$ cat config.mk
export PLATFORM = sky130hd
export DESIGN_NAME = ps2_key_decoder
export DESIGN_NICKNAME = d
export VERILOG_FILES = /design/src/rtl/skyhop_pkg.sv /design/src/rtl/ps2_rx.sv /design/src/rtl/ps2_key_decoder.sv
export SDC_FILE = /design/constraint.sdc
export NUM_CORES = 1
export LEC_CHECK = 0
export ABC_CLOCK_PERIOD_IN_PS = 3200
export CAP_MARGIN = 25
export CORE_AREA = 2 2 80 82
export CTS_CLUSTER_DIAMETER = 40
export DETAILED_ROUTE_END_ITERATION = 7
export DIE_AREA = 0 0 82 84
export DONT_BUFFER_PORTS = 1
export SLEW_MARGIN = 15
export SYNTH_ARGS = -nofsm -noshare
export SYNTH_HDL_FRONTEND = slang
export SYNTH_HIERARCHICAL = 1
export SYNTH_SLANG_ARGS = --single-unit
$ cat constraint.sdc
create_clock -name i_clk -period 3.2 [get_ports i_clk]
set_clock_uncertainty 0.1 [all_clocks]
set_input_delay 0.64 -clock i_clk [delete_from_list [all_inputs] [get_ports i_clk]]
set_output_delay 0.64 -clock i_clk [all_outputs]
set_load 0.05 [all_outputs]
$ cat src/rtl/skyhop_pkg.sv
// Shared constants and state encodings for the PS/2 key decoder.
// Key codes match the game state machine's 2-bit key input.
package skyhop_pkg;

  localparam logic [1:0] K_NONE     = 2'b00;
  localparam logic [1:0] K_LEFT     = 2'b01;
  localparam logic [1:0] K_RIGHT    = 2'b10;
  localparam logic [1:0] K_SPACEBAR = 2'b11;

  localparam logic [7:0] SC_E0    = 8'hE0;
  localparam logic [7:0] SC_F0    = 8'hF0;
  localparam logic [7:0] SC_LEFT  = 8'h6B;
  localparam logic [7:0] SC_RIGHT = 8'h74;
  localparam logic [7:0] SC_SPACE = 8'h29;

  // Bit positions in the held-key vector
  localparam int unsigned HELD_LEFT  = 0;
  localparam int unsigned HELD_RIGHT = 1;
  localparam int unsigned HELD_SPACE = 2;

  typedef enum logic [1:0] {ScBase, ScExt, ScBrk, ScExtBrk} sc_state_e;
  typedef enum logic {RxIdle, RxShift} rx_state_e;

endpackage

$ cat src/rtl/ps2_rx.sv
// PS/2 frame receiver: pin synchronizers, clock debounce filter, frame FSM and timeout.
// byte_valid and rx_error are combinational strobes aligned with the sampling fall strobe.
module ps2_rx #(
  parameter int unsigned FILTER_LEN  = 8,
  parameter int unsigned TIMEOUT_CYC = 65000
) (
  input  logic       i_clk,
  input  logic       i_rst_n,
  input  logic       i_ps2_clk,
  input  logic       i_ps2_data,
  output logic [7:0] o_byte_data,
  output logic       o_byte_valid,
  output logic       o_rx_error
);
  import skyhop_pkg::*;

  localparam int unsigned FiltW = $clog2(FILTER_LEN + 1);
  localparam int unsigned ToW   = $clog2(TIMEOUT_CYC + 1);

  logic             r_clk_meta, r_clk_sync, r_dat_meta, r_dat_sync;
  logic [FiltW-1:0] r_filt_cnt;
  logic             r_filt_lvl, r_fall;
  logic [ToW-1:0]   r_to_cnt;
  rx_state_e        r_state, w_state_d;
  logic [3:0]       r_bit_cnt, w_bit_cnt_d;
  logic [7:0]       r_shift, w_shift_d;
  logic             r_par, w_par_d;
  logic             w_flip, w_byte_valid, w_rx_error;

  // Level changes only after FILTER_LEN consecutive samples disagree with it
  assign w_flip = (r_clk_sync != r_filt_lvl) && (r_filt_cnt == FiltW'(FILTER_LEN - 1));

  always_ff @(posedge i_clk or negedge i_rst_n) begin
    if (!i_rst_n) begin
      r_clk_meta <= 1'b1;
      r_clk_sync <= 1'b1;
      r_dat_meta <= 1'b1;
      r_dat_sync <= 1'b1;
      r_filt_cnt <= '0;
      r_filt_lvl <= 1'b1;
      r_fall     <= 1'b0;
    end else begin
      r_clk_meta <= i_ps2_clk;
      r_clk_sync <= r_clk_meta;
      r_dat_meta <= i_ps2_data;
      r_dat_sync <= r_dat_meta;
      r_fall     <= w_flip & r_filt_lvl;
      if (w_flip) begin
        r_filt_lvl <= r_clk_sync;
        r_filt_cnt <= '0;
      end else if (r_clk_sync != r_filt_lvl) begin
        r_filt_cnt <= r_filt_cnt + FiltW'(1);
      end else begin
        r_filt_cnt <= '0;
      end
    end
  end

  always_ff @(posedge i_clk or negedge i_rst_n) begin
    if (!i_rst_n) begin
      r_to_cnt  <= '0;
      r_state   <= RxIdle;
      r_bit_cnt <= '0;
      r_shift   <= '0;
      r_par     <= 1'b0;
    end else begin
      if (r_fall) begin
        r_to_cnt <= '0;
      end else if (r_to_cnt != ToW'(TIMEOUT_CYC)) begin
        r_to_cnt <= r_to_cnt + ToW'(1);
      end
      r_state   <= w_state_d;
      r_bit_cnt <= w_bit_cnt_d;
      r_shift   <= w_shift_d;
      r_par     <= w_par_d;
    end
  end

  always_comb begin
    w_state_d    = r_state;
    w_bit_cnt_d  = r_bit_cnt;
    w_shift_d    = r_shift;
    w_par_d      = r_par;
    w_byte_valid = 1'b0;
    w_rx_error   = 1'b0;
    case (r_state)
      RxIdle: begin
        if (r_fall) begin
          if (!r_dat_sync) begin
            w_state_d   = RxShift;
            w_bit_cnt_d = '0;
          end else begin
            w_rx_error = 1'b1;
          end
        end
      end
      RxShift: begin
        if (r_fall) begin
          if (r_bit_cnt < 4'd8) begin
            w_shift_d   = {r_dat_sync, r_shift[7:1]};
            w_bit_cnt_d = r_bit_cnt + 4'd1;
          end else if (r_bit_cnt == 4'd8) begin
            w_par_d     = r_dat_sync;
            w_bit_cnt_d = 4'd9;
          end else begin
            w_state_d = RxIdle;
            if ((^{r_shift, r_par}) && r_dat_sync) begin
              w_byte_valid = 1'b1;
            end else begin
              w_rx_error = 1'b1;
            end
          end
        end else if (r_to_cnt == ToW'(TIMEOUT_CYC - 1)) begin
          w_rx_error = 1'b1;
          w_state_d  = RxIdle;
        end
      end
      default: w_state_d = RxIdle;
    endcase
  end

  assign o_byte_data  = r_shift;
  assign o_byte_valid = w_byte_valid;
  assign o_rx_error   = w_rx_error;

endmodule

$ cat src/rtl/ps2_key_decoder.sv
// Turns PS/2 arrow/space scancodes into one-cycle game key events.
// Typematic repeats and break codes are swallowed via per-key held flags.
module ps2_key_decoder #(
  parameter int unsigned FILTER_LEN  = 8,
  parameter int unsigned TIMEOUT_CYC = 65000
) (
  input  logic       i_clk,
  input  logic       i_rst_n,
  input  logic       i_ps2_clk,
  input  logic       i_ps2_data,
  output logic [1:0] o_key,
  output logic       o_frame_error
);
  import skyhop_pkg::*;

  logic [7:0] w_byte;
  logic       w_byte_valid, w_rx_error;
  sc_state_e  r_sc_state, w_sc_state_d;
  logic [2:0] r_held, w_held_d, w_make, w_break, w_new;
  logic [1:0] r_key, w_key_d;
  logic       r_frame_error;

  ps2_rx #(
    .FILTER_LEN (FILTER_LEN),
    .TIMEOUT_CYC(TIMEOUT_CYC)
  ) u_rx (
    .i_clk       (i_clk),
    .i_rst_n     (i_rst_n),
    .i_ps2_clk   (i_ps2_clk),
    .i_ps2_data  (i_ps2_data),
    .o_byte_data (w_byte),
    .o_byte_valid(w_byte_valid),
    .o_rx_error  (w_rx_error)
  );

  always_comb begin
    w_sc_state_d = r_sc_state;
    w_make       = '0;
    w_break      = '0;
    if (w_rx_error) begin
      w_sc_state_d = ScBase;
    end else if (w_byte_valid) begin
      case (r_sc_state)
        ScBase: begin
          if (w_byte == SC_E0)         w_sc_state_d = ScExt;
          else if (w_byte == SC_F0)    w_sc_state_d = ScBrk;
          else if (w_byte == SC_SPACE) w_make[HELD_SPACE] = 1'b1;
        end
        ScExt: begin
          if (w_byte == SC_F0) begin
            w_sc_state_d = ScExtBrk;
          end else begin
            w_sc_state_d = ScBase;
            if (w_byte == SC_LEFT)       w_make[HELD_LEFT]  = 1'b1;
            else if (w_byte == SC_RIGHT) w_make[HELD_RIGHT] = 1'b1;
          end
        end
        ScBrk: begin
          w_sc_state_d = ScBase;
          if (w_byte == SC_SPACE) w_break[HELD_SPACE] = 1'b1;
        end
        ScExtBrk: begin
          w_sc_state_d = ScBase;
          if (w_byte == SC_LEFT)       w_break[HELD_LEFT]  = 1'b1;
          else if (w_byte == SC_RIGHT) w_break[HELD_RIGHT] = 1'b1;
        end
        default: w_sc_state_d = ScBase;
      endcase
    end
  end

  // A make on an already-held key is a typematic repeat and produces no event
  assign w_new    = w_make & ~r_held;
  assign w_held_d = (r_held | w_make) & ~w_break;

  always_comb begin
    w_key_d = K_NONE;
    if (w_new[HELD_LEFT])       w_key_d = K_LEFT;
    else if (w_new[HELD_RIGHT]) w_key_d = K_RIGHT;
    else if (w_new[HELD_SPACE]) w_key_d = K_SPACEBAR;
  end

  always_ff @(posedge i_clk or negedge i_rst_n) begin
    if (!i_rst_n) begin
      r_sc_state    <= ScBase;
      r_held        <= '0;
      r_key         <= K_NONE;
      r_frame_error <= 1'b0;
    end else begin
      r_sc_state    <= w_sc_state_d;
      r_held        <= w_held_d;
      r_key         <= w_key_d;
      r_frame_error <= w_rx_error;
    end
  end

  assign o_key         = r_key;
  assign o_frame_error = r_frame_error;

endmodule
==> impl_metrics.json, run 1 <==
{
  "max_freq_mhz": 345,
  "row_count": 29,
  "critPathBufInv": 0,
  "worstPathMaxFanout": 6,
  "area_growth_pct": 10.1,
  "ys_types": 43,
  "dr.pass1.iters": 4,
  "die_h_um": 84,
  "critPathArrivalTime_ns": 3.03,
  "vias_per_cell": 5.19,
  "grt_first_pass_wirelength_um": 7650,
  "drive_gt1_frac": 0.141,
  "crit_start": "u_rx/o_byte_data[1]$_DFFE_PN0P_",
  "worstSetupPathType": "flop to flop",
  "drtAntennaViolNets": 0,
  "overflow": 0,
  "yosysTopAreaCellShare": 0.457,
  "final_cells": 304,
  "power_frac_seq": 0.570,
  "clockBufferDepth": 2,
  "seqCellArea_um2": 1210,
  "root_buffer": "clkbuf_8",
  "r2r_slack_ns": 0.30,
  "fill_cells": 595,
  "worstMarginPinSlew_ns": 0.720,
  "crit_chain": "xnor2_1, xnor3_1, xnor2_1, a21oi_1, or3_1, or3b_1, nor4_2, mux2i_1",
  "synthTopCellsByArea": "dfrtp_1 46%, dfstp_2 5.6%, xor2_1 4.8%",
  "crit_required_ns": 3.33,
  "outcome": "finished clean",
  "critPathSlowestCell": "dfrtp_1",
  "hold_ws_ns": 0.0672,
  "cp-start-kind": "flop",
  "fin_setup_tns_ns": 0,
  "drv_slew": 0,
  "yosysMostFrequentCell": "dfrtp_1",
  "sw_frac_of_total": 0.248,
  "drv_cap": 0,
  "synth_edf_count": 0,
  "hold_path_class": "input port to async pin",
  "synthCells": 220,
  "ios": 7,
  "detailed_place.area_um2": 2450,
  "finalNetCount": 235,
  "first_global_vias": 1649,
  "pre_cts_ws_ns": 0.329,
  "cts_tree": "built",
  "p_total_mw": 1.26,
  "r2r_start": "u_rx/o_byte_data[1]$_DFFE_PN0P_",
  "die_area_um2": 6890,
  "dr_total_vias": 1577,
  "yosysSeqAreaShare": 0.513,
  "relSlewSlack": 0.516,
  "wl_um": 4100,
  "synth_area_um2": 2350,
  "finalHoldViolCount": 0,
  "cts_resized": 0,
  "period_needed_ns": 2.90,
  "power.density_nw_per_um2": 487,
  "layout_setup_ws_ns": 0.302,
  "ys.flop_type": "dfrtp_1",
  "pwr-share-comb": 0.085,
  "ys_warn_count": 6,
  "yosys_register_bits": 48,
  "synth_top_area_cell": "dfrtp_1",
  "dp.cells": 295,
  "critPathTopFamily": "simple AND/OR/NAND/NOR gates",
  "switchingPower_mw": 0.313,
  "intPower_mw": 0.948,
  "numCtsBuffers": 5,
  "core_area_um2": 6100,
  "die_width_um": 82,
  "first_iter_violations": 68,
  "rsz0062_at_grt": "no",
  "clk_pin_slew_ns": 0.09,
  "h-tree-depth": 2,
  "ir_drop_v": 0.000290,
  "setup_viol": 0,
  "grtUsageTotal": 0.143,
  "period_share": 0.906,
  "drc_errors": 0,
  "async_flop_share": 1.00,
  "crit_top_cell": "xnor2_1",
  "end_kind": "flop",
  "synth_commonest_cells": "43 x dfrtp_1, 20 x nor2_1, 14 x nand2_1",
  "syn-num-nets": 229,
  "clkLatencyLatePin_ns": 0.30,
  "dp_hpwl_um": 2700,
  "clock_sinks": 48,
  "postLayoutCoreUtil": 0.425,
  "multiInputGateArea_um2": 1090,
  "globalplace.congestion": 0.743,
  "p_clk_frac": 0.346,
  "grt_max_degree": 44,
  "antenna_cells": 0,
  "routedWlPerCell_um": 13.5,
  "design_area_um2": 2590,
  "start_util": 0.386,
  "portBuffers": 0,
  "grt_antenna_before_repair": 0,
  "synth.avg_cell_area_um2": 10.7,
  "p_leak_nw": 1.13,
  "cpPeakStageDelay_ns": 0.45
}
-- state kept, by name, summed over array words and instances, names as in the netlist, 2 cells and up --
| name | cells |
|---|---|
| u_rx/r_filt_cnt | 4 |
| u_rx/r_bit_cnt | 4 |
| r_held | 3 |
| u_rx/o_byte_data | 8 |
| u_rx/r_to_cnt | 16 |
| r_sc_state | 2 |
| o_key | 2 |
-- repair_timing --
action / CTS / global route
setup buffers: 0 / 0
hold endpoints to repair: 43 / 0
hold buffers: 1 / 0
-- final cells by class --
cell class,instances,share of cell area
clock inverters,3,0.0164
well taps,77,0.0372
multi-input cells,157,0.420
clock buffers,5,0.0266
flip-flops and latches,48,0.466
repair buffers,4,0.0193
inverters,10,0.0145
-- layer usage --
metal	share of wire	GRT usage	wire, um
met5	0	0	0
met4	0.019	0.0576	77
met3	0.030	0.0346	125
met2	0.47	0.214	1920
met1	0.48	0.196	1980
-- cells in the final DEF (no fill, tap or decap), drive strengths merged, types with 2 or more instances in the layout --
cell and n:
dfrtp 43, nor2 20, nand2 14, xor2 13, nand3 11, inv 10
xnor2 9, a21oi 8, mux2 8, nand4 7, nor3 7, nand2b 5
clkbuf 5, o21ai 5, ha 5, dfstp 5, mux2i 4, nor3b 4
and3 4, buf 4, and2 3, or2 3, nand3b 3, and4 3
nor4 3, nor4bb 2, nand4b 2, or3 2, or3b 2
-- final timing paths --
path	to	cells after the start
worst max-delay path	r_held[2]$_DFF_PN0_	8
worst min-delay path	o_key[1]$_DFF_PN0_	1
worst max register to register	r_held[2]$_DFF_PN0_	8
worst min register to register	u_rx/r_clk_sync$_DFF_PN1_	0
max in group asynchronous	u_rx/r_bit_cnt[1]$_DFFE_PN0P_	1
min in group i_clk	u_rx/r_clk_meta$_DFF_PN1_	0
-- cell families (layout without fill, tap and decap cells) --
logic type               Yosys count  in the layout  synth area share
AND/OR/NAND/NOR                   97             97             0.235
flip-flops                        48             48             0.513
XOR/XNOR                          23             23            0.0947
AO/OA/AOI/OAI                     20             20            0.0505
buffers and inverters             15             22            0.0245
multiplexers                      12             12            0.0553
adder cells (fa/ha/maj)            5              5            0.0266
-- power by group through the flow --
stage               Clock [mW]  Sequential (mW)  Combinational (mW)
finish                   0.436            0.718               0.107
global route             0.477            0.731               0.124
floorplan                    0            0.715              0.0802
CTS                      0.453            0.719               0.110
global placement             0            0.727              0.0893
detailed placement           0            0.729              0.0948
-- worst register-to-register path: cells and delay by family (launching register included) --
kind                      cells  cell delay (ns)
muxes                         1             0.21
and+or+nand+nor               3             1.17
AOI/OAI and AO/OA             1             0.09
DFF                           1             0.45
xor gates and xnor gates      3             0.81
No activity file was read; power rests on OpenSTA's default activity.
==> inputs of run 2 (changes only) <==
--- a/config.mk
+++ b/config.mk
@@ -6,7 +6,6 @@
 export NUM_CORES = 1
 export LEC_CHECK = 0
 export ABC_CLOCK_PERIOD_IN_PS = 3200
-export CAP_MARGIN = 25
 export CORE_AREA = 2 2 80 82
 export CTS_CLUSTER_DIAMETER = 40
 export DETAILED_ROUTE_END_ITERATION = 7
==> results of run 2 <==
The final DEF is identical to that of run 1; final timing and power are the same.
==> inputs of run 3 (changes only) <==
--- a/config.mk
+++ b/config.mk
@@ -5,12 +5,12 @@
 export SDC_FILE = /design/constraint.sdc
 export NUM_CORES = 1
 export LEC_CHECK = 0
-export ABC_CLOCK_PERIOD_IN_PS = 3200
-export CORE_AREA = 2 2 80 82
+export ABC_AREA = 1
+export ABC_CLOCK_PERIOD_IN_PS = 3700
+export CORE_AREA = 2 2 84 86
 export CTS_CLUSTER_DIAMETER = 40
 export DETAILED_ROUTE_END_ITERATION = 7
-export DIE_AREA = 0 0 82 84
-export DONT_BUFFER_PORTS = 1
+export DIE_AREA = 0 0 86 88
 export SLEW_MARGIN = 15
 export SYNTH_ARGS = -nofsm -noshare
 export SYNTH_HDL_FRONTEND = slang
==> constraint.sdc (replaced) <==
create_clock -name i_clk -period 3.7 [get_ports i_clk]
set_clock_uncertainty 0.1 [all_clocks]
set_input_delay 0.74 -clock i_clk [delete_from_list [all_inputs] [get_ports i_clk]]
set_output_delay 0.74 -clock i_clk [all_outputs]
set_load 0.05 [all_outputs]
==> impl_metrics.json, run 3 <==
{
  "outcome": "finished clean",
  "cp-start-kind": "flop",
  "root_buffer": "clkbuf_8",
  "sw_frac_of_total": 0.271,
  "r2r_slack_ns": 1.27,
  "ys_types": 33,
  "antenna_cells": 0,
  "clockBufferDepth": 2,
  "h-tree-depth": 2,
  "drtAntennaViolNets": 0,
  "synth_edf_count": 0,
  "cpPeakStageDelay_ns": 0.50,
  "cts_hold_buf": 0,
  "detailed_place.area_um2": 2710,
  "drv_slew": 0,
  "area_growth_pct": 9.47,
  "p_clk_frac": 0.316,
  "relSlewSlack": 0.430,
  "worstMarginPinSlew_ns": 0.855,
  "ys_warn_count": 6,
  "syn-num-nets": 342,
  "synth.avg_cell_area_um2": 7.70,
  "grtUsageTotal": 0.142,
  "largest_reg_flops": 16,
  "r2r-end": "r_held[1]$_DFF_PN0_",
  "period_needed_ns": 2.43,
  "numCtsBuffers": 5,
  "power_frac_seq": 0.580,
  "critPathBufInv": 1,
  "overflow": 0,
  "ios": 7,
  "yosysSeqAreaShare": 0.471,
  "cts_resized": 0,
  "crit_top_cell": "nand2_1",
  "setup_viol": 0,
  "hold_ws_ns": 0.259,
  "vias_per_cell": 4.88,
  "crit_required_ns": 3.79,
  "ys.flop_type": "dfrtp_1",
  "grt_max_degree": 39,
  "yosys_register_bits": 48,
  "max_freq_mhz": 411,
  "drv_cap": 0,
  "synth_top_area_cell": "dfrtp_1",
  "met1_usage": 0.182,
  "worstSetupPathType": "flop to flop",
  "final_common_cell": "nand2_1",
  "routedWlPerCell_um": 11.3,
  "pwr-share-comb": 0.104,
  "dp_hpwl_um": 3470,
  "clk_pin_slew_ns": 0.09,
  "globalplace.congestion": 0.821,
  "first_iter_violations": 71,
  "finalHoldViolCount": 0,
  "dr.pass1.iters": 4,
  "clkLatencyLatePin_ns": 0.29,
  "die_width_um": 86,
  "setup.worst_path.end": "r_held[1]$_DFF_PN0_",
  "hold_path_class": "flop to flop",
  "intPower_mw": 0.768,
  "period_share": 0.657,
  "grt_antenna_before_repair": 0,
  "crit_chain": "inv_1, nand2_1, nand2_1, nand2_1, nand3_1, nand3_1, nand3_1, nor3_1, nand2_1, nor2_1, nand2_1, nor3_1, a21oi_1",
  "yosysTopAreaCellShare": 0.420,
  "grt_use_met2": 0.245,
  "drc_errors": 0,
  "synth_commonest_cells": "83 x nand2_1, 49 x inv_1, 43 x dfrtp_1",
  "die_area_um2": 7570,
  "row_count": 30,
  "worstSetupPathDepth": 13,
  "design_area_um2": 2810,
  "clock_sinks": 48,
  "worstPathMaxFanout": 7,
  "fin_setup_tns_ns": 0,
  "async_flop_share": 1.00,
  "critPathTopFamily": "simple AND/OR/NAND/NOR gates",
  "die_h_um": 88,
  "finalNetCount": 353,
  "portBuffers": 6,
  "synth_area_um2": 2560,
  "r2r_start": "u_rx/o_byte_data[4]$_DFFE_PN0P_",
  "critPathSlowestCell": "dfrtp_1",
  "dp.cells": 417,
  "post_cts_buffers": 0,
  "dr_total_vias": 2075,
  "core_area_um2": 6640,
  "drive_gt1_frac": 0.113,
  "rsz0062_at_grt": "no",
  "layout_common_cells": "83 x nand2_1, 49 x inv_1, 43 x dfrtp_1, 30 x nor2_1, 21 x o21ai_0",
  "met3_usage": 0.0311,
  "wl_um": 4790,
  "start_util": 0.386,
  "synthTopCellsByArea": "dfrtp_1 42%, nand2_1 12%, inv_1 7.2%",
  "crit_start": "u_rx/o_byte_data[4]$_DFFE_PN0P_",
  "grt_first_pass_wirelength_um": 8670,
  "ir_drop_v": 0.000196,
  "power.density_nw_per_um2": 375,
  "switchingPower_mw": 0.285,
  "r2r.worst_path.cells": 13,
  "yosysMostFrequentCell": "nand2_1",
  "end_kind": "flop",
  "grt-busiest-layer": "met2",
  "postLayoutCoreUtil": 0.422,
  "synthCells": 333,
  "first_global_vias": 1978,
  "cts_tree": "built",
  "critPathArrivalTime_ns": 2.52,
  "final_cells": 425,
  "regMostFlops": "u_rx/r_to_cnt",
  "p_leak_nw": 1.32
}
-- run 3: final cells by class --
class	instances	area (um^2)
fill	699	3840
timing repair buffer	7	62.6
inverter	56	210
tap	80	100
multi-input combinational	226	1130
clock buffer	6	82.6
clock inverter	2	15.0
sequential	48	1210
-- run 3: worst min path at each step --
stage	cells past startpoint	start	slack (ns)	endpoint
5_1_grt	0	u_rx/r_clk_meta$_DFF_PN1_	0.26	u_rx/r_clk_sync$_DFF_PN1_
3_3_place_gp	0	u_rx/r_clk_meta$_DFF_PN1_	0.25	u_rx/r_clk_sync$_DFF_PN1_
6_report	0	u_rx/r_clk_meta$_DFF_PN1_	0.26	u_rx/r_clk_sync$_DFF_PN1_
3_5_place_dp	0	u_rx/r_clk_meta$_DFF_PN1_	0.25	u_rx/r_clk_sync$_DFF_PN1_
2_1_floorplan	0	u_rx/r_clk_meta$_DFF_PN1_	0.25	u_rx/r_clk_sync$_DFF_PN1_
4_1_cts	0	u_rx/r_clk_meta$_DFF_PN1_	0.26	u_rx/r_clk_sync$_DFF_PN1_
-- run 3: per-stage QoR --
stage | setup WS (ns) | total power, mW
floorplan | 1.65 | 0.697
global placement | 1.38 | 0.730
detailed placement | 1.30 | 0.734
CTS | 1.28 | 1.07
global route | 0.922 | 1.12
finish | 1.27 | 1.05
-- run 3: kinds of logic (layout without fill, tap and decap cells) --
| logic type | after synthesis | in the layout | share of synthesized area |
|---|---|---|---|
| and+or+nand+nor | 167 | 167 | 0.299 |
| AOI/OAI and AO/OA | 50 | 50 | 0.103 |
| buffers and inverters | 59 | 71 | 0.0888 |
| adders and majority gates | 5 | 5 | 0.0244 |
| DFF | 48 | 48 | 0.471 |
| xor gates and xnor gates | 4 | 4 | 0.0137 |
-- run 3: power groups by stage --
stage	logic, mW	clock network [mW]	registers, mW
final	0.109	0.333	0.611
after global routing	0.133	0.367	0.619
after CTS	0.113	0.348	0.612
after detailed placement	0.113	0	0.621
after global placement	0.109	0	0.620
after floorplan	0.0840	0	0.613
-- run 3: metal layers --
layer  share of wire  vias up
met4          0.0052        0
met3           0.023        2
li1                -     1084
met1            0.50      962
met2            0.47       27
met5               0        -
